## src/rtl/param_cpu_pkg.sv

```systemverilog
// param_cpu_pkg: shared opcodes and FSM state encoding for param_cpu_core.
// Build option PARAM_CPU_CORE_STEP_EN enables the PAUSE state in the core.
package param_cpu_pkg;

    localparam int unsigned OPC_W = 4;

    localparam logic [OPC_W-1:0] OP_NOP = 4'd0;
    localparam logic [OPC_W-1:0] OP_LDA = 4'd1;
    localparam logic [OPC_W-1:0] OP_ADD = 4'd2;
    localparam logic [OPC_W-1:0] OP_SUB = 4'd3;
    localparam logic [OPC_W-1:0] OP_AND = 4'd4;
    localparam logic [OPC_W-1:0] OP_OR  = 4'd5;
    localparam logic [OPC_W-1:0] OP_XOR = 4'd6;
    localparam logic [OPC_W-1:0] OP_STA = 4'd7;
    localparam logic [OPC_W-1:0] OP_OUT = 4'd8;
    localparam logic [OPC_W-1:0] OP_JMP = 4'd9;
    localparam logic [OPC_W-1:0] OP_JZ  = 4'd10;
    localparam logic [OPC_W-1:0] OP_JC  = 4'd11;
    localparam logic [OPC_W-1:0] OP_HLT = 4'd15;

    typedef enum logic [2:0] {
        IDLE,
        FETCH,
        EXEC,
        HALT,
        PAUSE
    } cpu_state_e;

endpackage

```

## src/rtl/param_cpu_alu.sv

```systemverilog
// param_cpu_alu: combinational accumulator ALU for param_cpu_core.
// Non-ALU opcodes pass the accumulator through; the core decides which
// flags are committed.
module param_cpu_alu
    import param_cpu_pkg::*;
#(
    parameter int unsigned DATA_W = 8
) (
    input  logic [DATA_W-1:0] acc,
    input  logic [DATA_W-1:0] operand,
    input  logic [OPC_W-1:0]  opcode,
    output logic [DATA_W-1:0] result,
    output logic              carry,
    output logic              zero
);

    // Result, carry/borrow and zero for the current opcode
    always_comb begin
        result = acc;
        carry  = 1'b0;
        case (opcode)
            OP_LDA: result = operand;
            OP_ADD: {carry, result} = {1'b0, acc} + {1'b0, operand};
            OP_SUB: begin
                result = acc - operand;
                carry  = (acc < operand);
            end
            OP_AND: result = acc & operand;
            OP_OR:  result = acc | operand;
            OP_XOR: result = acc ^ operand;
            default: ;
        endcase
        zero = (result == '0);
    end

endmodule

```

## src/rtl/param_cpu_core.sv

```systemverilog
// param_cpu_core: parametrised accumulator CPU with fetch/execute FSM,
// preloadable IMEM/DMEM, Z/C flags, jumps and OUT_CH output registers.
// Build option PARAM_CPU_CORE_STEP_EN adds a 'step' input and a PAUSE
// state after every executed instruction.
module param_cpu_core
    import param_cpu_pkg::*;
#(
    parameter int unsigned DATA_W = 8,
    parameter int unsigned ADDR_W = 5,
    parameter int unsigned OUT_CH = 4,
    localparam int unsigned INSTR_W = OPC_W + ADDR_W,
    localparam int unsigned SEL_W   = (OUT_CH > 1) ? $clog2(OUT_CH) : 1
) (
    input  logic               clk,
    input  logic               reset,
    input  logic               start,
`ifdef PARAM_CPU_CORE_STEP_EN
    input  logic               step,
`endif
    input  logic               load,
    input  logic               is_instruction,
    input  logic [ADDR_W-1:0]  load_address,
    input  logic [INSTR_W-1:0] instr_input,
    input  logic [DATA_W-1:0]  cpu_input,
    input  logic [SEL_W-1:0]   out_sel,
    output logic [DATA_W-1:0]  output_value,
    output logic               out_valid,
    output logic [SEL_W-1:0]   out_index,
    output logic               busy,
    output logic               halted,
    output logic [ADDR_W-1:0]  pc
);

    localparam int unsigned DEPTH = 1 << ADDR_W;

    logic [INSTR_W-1:0] imem [DEPTH];
    logic [DATA_W-1:0]  dmem [DEPTH];
    logic [DATA_W-1:0]  out_regs [OUT_CH];

    cpu_state_e         state, state_nxt;
    logic [INSTR_W-1:0] ir;
    logic [DATA_W-1:0]  acc;
    logic               flag_z, flag_c;

    logic [OPC_W-1:0]   opcode;
    logic [ADDR_W-1:0]  operand_addr;
    logic [DATA_W-1:0]  mem_operand;
    logic [SEL_W-1:0]   out_slot;
    logic               stopped;

    logic [DATA_W-1:0]  alu_result;
    logic               alu_carry, alu_zero;

    assign opcode       = ir[INSTR_W-1:ADDR_W];
    assign operand_addr = ir[ADDR_W-1:0];
    assign mem_operand  = dmem[operand_addr];
    assign out_slot     = SEL_W'(32'(operand_addr) % OUT_CH);
    assign stopped      = (state == IDLE) || (state == HALT);
    assign busy         = (state == FETCH) || (state == EXEC) || (state == PAUSE);
    assign halted       = (state == HALT);

    param_cpu_alu #(.DATA_W(DATA_W)) u_alu (
        .acc     (acc),
        .operand (mem_operand),
        .opcode  (opcode),
        .result  (alu_result),
        .carry   (alu_carry),
        .zero    (alu_zero)
    );

    // Combinational read of the selected output register
    always_comb begin
        output_value = '0;
        if (32'(out_sel) < OUT_CH) output_value = out_regs[out_sel];
    end

    // State register
    always_ff @(posedge clk or negedge reset) begin
        if (!reset) state <= IDLE;
        else        state <= state_nxt;
    end

    // Next-state logic
    always_comb begin
        state_nxt = state;
        case (state)
            IDLE, HALT: if (start) state_nxt = FETCH;
            FETCH:      state_nxt = EXEC;
            EXEC: begin
                if (opcode == OP_HLT) state_nxt = HALT;
`ifdef PARAM_CPU_CORE_STEP_EN
                else                  state_nxt = PAUSE;
`else
                else                  state_nxt = FETCH;
`endif
            end
`ifdef PARAM_CPU_CORE_STEP_EN
            PAUSE:      if (step) state_nxt = FETCH;
`endif
            default:    state_nxt = IDLE;
        endcase
    end

    // PC, IR, accumulator, flags and output registers
    always_ff @(posedge clk or negedge reset) begin
        if (!reset) begin
            pc        <= '0;
            ir        <= '0;
            acc       <= '0;
            flag_z    <= 1'b0;
            flag_c    <= 1'b0;
            out_valid <= 1'b0;
            out_index <= '0;
            for (int unsigned i = 0; i < OUT_CH; i++) out_regs[i] <= '0;
        end else begin
            out_valid <= 1'b0;
            case (state)
                IDLE, HALT: if (start) pc <= '0;
                FETCH: begin
                    ir <= imem[pc];
                    pc <= pc + ADDR_W'(1);
                end
                EXEC: begin
                    case (opcode)
                        OP_LDA, OP_ADD, OP_SUB, OP_AND, OP_OR, OP_XOR: begin
                            acc    <= alu_result;
                            flag_z <= alu_zero;
                            if (opcode == OP_ADD || opcode == OP_SUB) flag_c <= alu_carry;
                        end
                        OP_OUT: begin
                            out_regs[out_slot] <= acc;
                            out_valid          <= 1'b1;
                            out_index          <= out_slot;
                        end
                        OP_JMP: pc <= operand_addr;
                        OP_JZ:  if (flag_z) pc <= operand_addr;
                        OP_JC:  if (flag_c) pc <= operand_addr;
                        default: ;
                    endcase
                end
                default: ;
            endcase
        end
    end

    // Memories: host preload while stopped, STA during execution; not reset
    always_ff @(posedge clk) begin
        if (load && stopped) begin
            if (is_instruction) imem[load_address] <= instr_input;
            else                dmem[load_address] <= cpu_input;
        end else if (state == EXEC && opcode == OP_STA) begin
            dmem[operand_addr] <= acc;
        end
    end

endmodule

```

## config.mk

```make
export PLATFORM = sky130hd
export DESIGN_NAME = param_cpu_core
export DESIGN_NICKNAME = d
export VERILOG_FILES = /design/src/rtl/param_cpu_pkg.sv /design/src/rtl/param_cpu_alu.sv /design/src/rtl/param_cpu_core.sv
export SDC_FILE = /design/constraint.sdc
export NUM_CORES = 1
export LEC_CHECK = 0
export BUFFER_PORTS_ARGS = -buffer_cell sky130_fd_sc_hd__buf_2
export CORE_UTILIZATION = 50
export DETAILED_ROUTE_END_ITERATION = 8
export PLACE_DENSITY = 0.8
export SLEW_MARGIN = 10
export SYNTH_ARGS = -nofsm -noshare
export SYNTH_HDL_FRONTEND = slang
export SYNTH_SLANG_ARGS = --single-unit
```

## constraint.sdc

```tcl
create_clock -name clk -period 4.25 [get_ports clk]
set_input_delay 1.0625 -clock clk [delete_from_list [all_inputs] [get_ports clk]]
set_output_delay 1.0625 -clock clk [all_outputs]
set_load 0.01 [all_outputs]
```

==> Yosys cells after proc, flatten, opt, wreduce, memory -nomap -nowiden <==
Memory sizes are Yosys's and may differ from the RTL's. A register that Yosys moved wholly into a read port is not among the register bits.
Cells that the tools add are included.
{ "totals": {"ff_bits": 53, "ramBits": 544, "inputBits": 29, "elab_cells": 93, "memories": 2} }
{ "classes": {"add_sub_neg": 3, "magnitude_cmp": 4, "n_eq_ne": 20, "n_mux": 30, "bitwise_logic": 5, "n_reduce_logical": 18} }
{ "memory_table": {"columns": ["memory", "words", "word_bits", "read_ports", "rd_clocked_by_memory_dff", "wr", "line_no", "rtl"], "rows": [
  ["imem", 32, 9, 1, 1, 1, "param_cpu_core.sv:36", "logic [INSTR_W-1:0] imem [DEPTH];"],
  ["dmem", 32, 8, 1, 0, 1, "param_cpu_core.sv:37", "logic [DATA_W-1:0] dmem [DEPTH];"]
]} }
{ "op_table": {"columns": ["cell", "count"], "rows": [
  ["$pmux 8 s6", 1],
  ["$bwmux 32", 1],
  ["$mux 8", 4],
  ["$pmux 5 s3", 2],
  ["$eq 4x4->1 const B", 5],
  ["$mux 5", 4],
  ["$bmux 8 s2", 1],
  ["$demux 8 s2", 1],
  ["$eq 4x3->1 const B", 4],
  ["$mux 1", 12],
  ["$add 8x8->9", 1],
  ["$pmux 3 s3", 1],
  ["$and 8x8->8", 1],
  ["$eq 4x2->1 const B", 2],
  ["$logic_not 8->1", 1],
  ["$lt 8x8->1", 1],
  ["$or 8x8->8", 1],
  ["$reduce_or 8->1", 1],
  ["$sub 8x8->8", 1],
  ["$xor 8x8->8", 1],
  ["$eq 3x2->1 const B", 2],
  ["$ge 3x3->1 const B", 2],
  ["$ne 3x3->1 const B", 2],
  ["$not 2->3", 2],
  ["20 further kinds", 26]
]} }

==> Logic depth before layout (Yosys ltp) <==
{ "logic_depth": {"word_depth": 7, "ltp_mapped": 18} }

==> Modules after synthesis <==
A second synthesis with hierarchy kept.
{ "unflattened": {"hier_cells": 1558, "hier_area_um2": 25919.9} }
{ "by_module_without_submodules": {"columns": ["mod", "instances", "cells_each", "area_per_inst_um2"], "rows": [
  ["param_cpu_core", 1, 1369, 24583.6],
  ["param_cpu_alu", 1, 189, 1336.3]
]} }

==> Worst setup path before layout <==
Ideal clock, no wire load.
{ "synth_timing": {"kind": "register -> register", "from": "register ir[1], read port of imem", "to": "register flag_z", "arrival_time_ps": 3874, "required_ps": 4158, "slack_ps": 284, "stages_incl_launch_ff": 15, "n_path_buf": 3, "period_less_slack_ps": 3966, "path_cell_list": "dfrtp_1 -> buf_6 -> buf_4 -> buf_2 -> mux4_2 -> o22ai_1 -> or4_1 -> ha_1 -> a21o_1 -> a21o_1 -> a221o_1 -> a21oi_1 -> or4b_1 -> or4_1 -> o31ai_2"} }
{ "synth_via": {"elab_chain_len": 4, "word_cells_on_any_way": 8} }
{ "synth_lines": {"columns": ["item", "line_no", "rtl"], "rows": [
  ["from (decl)", "param_cpu_core.sv:41", "logic [INSTR_W-1:0] ir;"],
  ["$mem_v2 32x8 (*)", null, null],
  ["$sub 8x8->8, or another cell as far along", "param_cpu_alu.sv:25", "result = acc - operand;"],
  ["$pmux 8 s6 (*)", "param_cpu_alu.sv:21", "case (opcode)"],
  ["$logic_not 8->1 (*)", "param_cpu_alu.sv:33", "zero = (result == '0);"],
  ["to (signal assigned)", "param_cpu_core.sv:127", "flag_z <= alu_zero;"],
  ["to (decl)", "param_cpu_core.sv:43", "logic flag_z, flag_c;"]
]} }
Every way passes the cells marked *; elsewhere a longest branch is shown, timed or not.
A chain may end at the register's enable or synchronous reset.

==> Worst setup path after layout <==
Same ends and word-level chain as after synthesis.

==> out/results.txt <==
status - complete, no violations
Leakage - 9.74 nW
CTS tree - built
Critical path destination - flag_z
Gate Count Post-Synth - 1507
layout cells sized above 1 - 23.1%
Async SR Flop Fraction - 10.1%
Crit path depth - 15
Slew HR - 28.7%
Slowest cell on crit path - dfrtp_4
DRT iter0 DRCs - 1993
first-pass GRT wire length - 92000 um
CTS max path bufs - 3
vias in the first global route - 14640
Top Family by Delay on Critical Path - compound AO/OA/AOI/OAI gates
Worst Hold Class - reg -> reg
Initial Util - 51.1%
gp weighted congestion - 0.924
Final Setup Violations - 0
Post-Synthesis Net Count - 1569
Critical Path Source - ir[1]
post-synth cell types - 69
Hold Slack - 0.484 ns
# port buffers - 46
nature of the critical path endpoint - register
Syn-to-layout area delta - 13.8%
Critical Setup Path Class - reg -> reg
RR Endpoint - flag_z
Post-CTS Hold Fix Bufs - 0
initial antenna violation count - 4
share of the synthesized area in the top cell type - 64.7%
H-tree depth - 2
Seq/Total Area, Yosys - 70.8%
Yosys reg bits - 605
Startpoint Class - register
Syn Std Cell Area - 25200 um2
CP Max Fanout - 10
Via density - 6.32
Primary FF master, synth - edfxtp_1
Post-synth EDFFs - 544
GRT Overall Usage - 24.4%
Inserted Clock Buffers - 56
clock slew at reported path FFs - 0.07 ns
IR drop worst, VDD - 383 uV
reg2reg path depth - 15
DRC - 0
minimum clock period - 4.20 ns
Critical Path RT - 4.77 ns
Final Skew - 0.0133 ns
Die Span X - 227 um
Worst R2R Start - ir[1]
largest area contributor in the netlist - edfxtp_1
Tightest Pin Transition - 1.07 ns
Antenna Violating Nets Remaining - 0
final hold vios - 0
FF-to-FF setup slack - 0.05 ns
max_cap viols - 0
Final Slew Violations - 0
CORE AREA - 49400 um2
number of buffers and inverters on the critical path - 4
clock latency at the later pin of the worst-skew pair - 0.61 ns
CP peak stage delay - 0.52 ns
DR WL/cell - 26.1 um
Fmax achieved - 0.238 GHz
num ports - 47
Ys Warns - 0
most used cell, CP - buf_4
nets@finish - 1701
clock root cell - clkbuf_16
clock sink count - 605
detailed placement HPWL - 39600 um
synth top area cells - edfxtp_1, mux4_2, dfrtp_1, mux2i_1, nor2_1
Mean Syn Cell Area - 16.7 um2
TritonRoute pass-1 iters - 5
arrival time at the worst endpoint - 4.72 ns
pwr/cell area - 656 nW/um2
die height - 227 um
Non-Filler Instances - 2351
final WL - 61400 um
hold depth - 2
Tcrit/Tclk final - 98.9%
# rows - 81
Die ar. - 51400 um2
gr ovfl total - 0
placed cell count - 2240
CP Cell Sequence - buf_12, buf_4, mux4_2, mux2i_1, o32ai_2, a311oi_2, buf_4, ha_2, inv_2, a21oi_1, a221o_1, a21oi_2, or4b_1, or4_1, o31ai_2
pin count of the biggest net entering global routing - 36
DR vias - 14852
[cell usage after synthesis, types with 5 or more instances]
cell	instances
mux2_2	18
ha_1	31
mux2i_1	95
nor3_1	7
a211oi_1	19
a21oi_1	61
nand3_1	20
nand2b_1	10
nor2_1	113
a22oi_1	6
clkbuf_1	43
a31oi_1	8
nor2b_1	10
buf_1	11
inv_1	31
nand3b_1	6
dfrtp_1	61
o22ai_1	35
mux4_2	96
edfxtp_1	544
o221ai_1	39
nand2_1	88
buf_2	19
o21ai_0	46
xnor2_1	5
[registers in the layout, indices dropped and copies added, names as in the netlist]
register,flops
imem,288
flag_z,1
out_valid,1
out_regs,32
out_index,2
pc,5
state,2
flag_c,1
ir,9
acc,8
dmem,256
[report_power, final]
part | total [mW] | internal (mW) | switching (mW) | leakage (nW)
Clock | 4.95 | 2.76 | 2.19 | 0.868
Combinational | 6.67 | 2.85 | 3.82 | 3.19
Sequential | 7.20 | 6.77 | 0.437 | 5.68
Total | 18.8 | 12.4 | 6.45 | 9.74
[area by class of cell]
type                    count  area (um2)
fillers                  3538       20600
flip-flops and latches    605       17900
multi-input cells         787        6940
clock buffers              70        1510
repair buffers            156        1140
well taps                 664         831
clock inverters            34         289
inverters                  33         124
diodes                      2        5.00
[layer usage]
layer | global-route usage [%] | share of wire [%] | vias up
met2 | 37.6 | 47 | 942
met5 | 0 | 0.036 | -
met3 | 4.39 | 10 | 161
met4 | 9.48 | 3.7 | 4
met1 | 34.6 | 40 | 7484
li1 | - | - | 6261
[worst min-delay path by stage]
stage | slack [ns] | startpoint | endpoint
5_1_grt | 0.52 | out_regs[10] | out_regs[10]
2_1_floorplan | 0.44 | out_regs[10] | out_regs[10]
3_5_place_dp | 0.47 | out_regs[2] | out_regs[2]
3_3_place_gp | 0.46 | out_regs[17] | out_regs[17]
6_report | 0.48 | out_regs[12] | out_regs[12]
4_1_cts | 0.48 | out_regs[12] | out_regs[12]
[logic make-up (layout without fill, tap and decap cells)]
| group | Yosys count | after routing | share of synthesized area [%] |
|---|---|---|---|
| muxes | 213 | 213 | 13.6 |
| and+or+nand+nor | 280 | 280 | 4.94 |
| DFF | 605 | 605 | 70.8 |
| xor gates and xnor gates | 6 | 6 | 0.208 |
| buffers and inverters | 115 | 293 | 2.10 |
| AOI/OAI and AO/OA | 255 | 255 | 6.72 |
| other | 0 | 2 | 0 |
| adders and majority gates | 33 | 33 | 1.70 |
[worst reg2reg max path, delay by kind of cell, from the launching register on]
family / cells / cell delay, ns
fa+ha+maj: 1 / 0.32
flops: 1 / 0.52
compound gates: 6 / 1.12
buf+inv: 4 / 0.57
mux: 2 / 0.75
simple gates: 2 / 0.85
[placed cells by master (no fill, tap or decap), drive strengths merged, types with 4 or more instances in the layout]
cell type,instances
nand3,20
o21bai,4
nand2,88
o22ai,35
nand3b,6
or4,4
mux2,18
nor2,114
ha,31
clkbuf,70
edfxtp,544
bufinv,4
a31oi,8
clkinvlp,5
or3,4
a211oi,19
buf,156
mux4,100
inv,33
a22oi,6
dfrtp,61
o21ai,48
and3,4
o221ai,40
clkinv,25
nor3,8
nor2b,10
a21oi,61
a21o,4
mux2i,95
nand2b,10
xnor2,5
[metrics by stage]
step           util (%)  TNS, ns  area [um2]  total power [mW]  setup slack (ns)
3_3_place_gp       54.2        0       26800              13.4            0.0471
4_1_cts            57.9        0       28600              18.5            0.0225
3_5_place_dp       54.2  -0.0313       26800              13.5           -0.0313
2_1_floorplan         -        0       25200              11.3             0.284
5_1_grt            58.2  -0.0190       28700              19.5           -0.0190
6_report           58.2        0       28700              18.8            0.0451
[what timing repair did]
item	CTS	global route
resized for setup	4	27
cloned	0	0
setup endpoints to repair	1	1
buffers inserted	0	5
pin swaps	0	0
No activity file was read; power rests on OpenSTA's default activity.
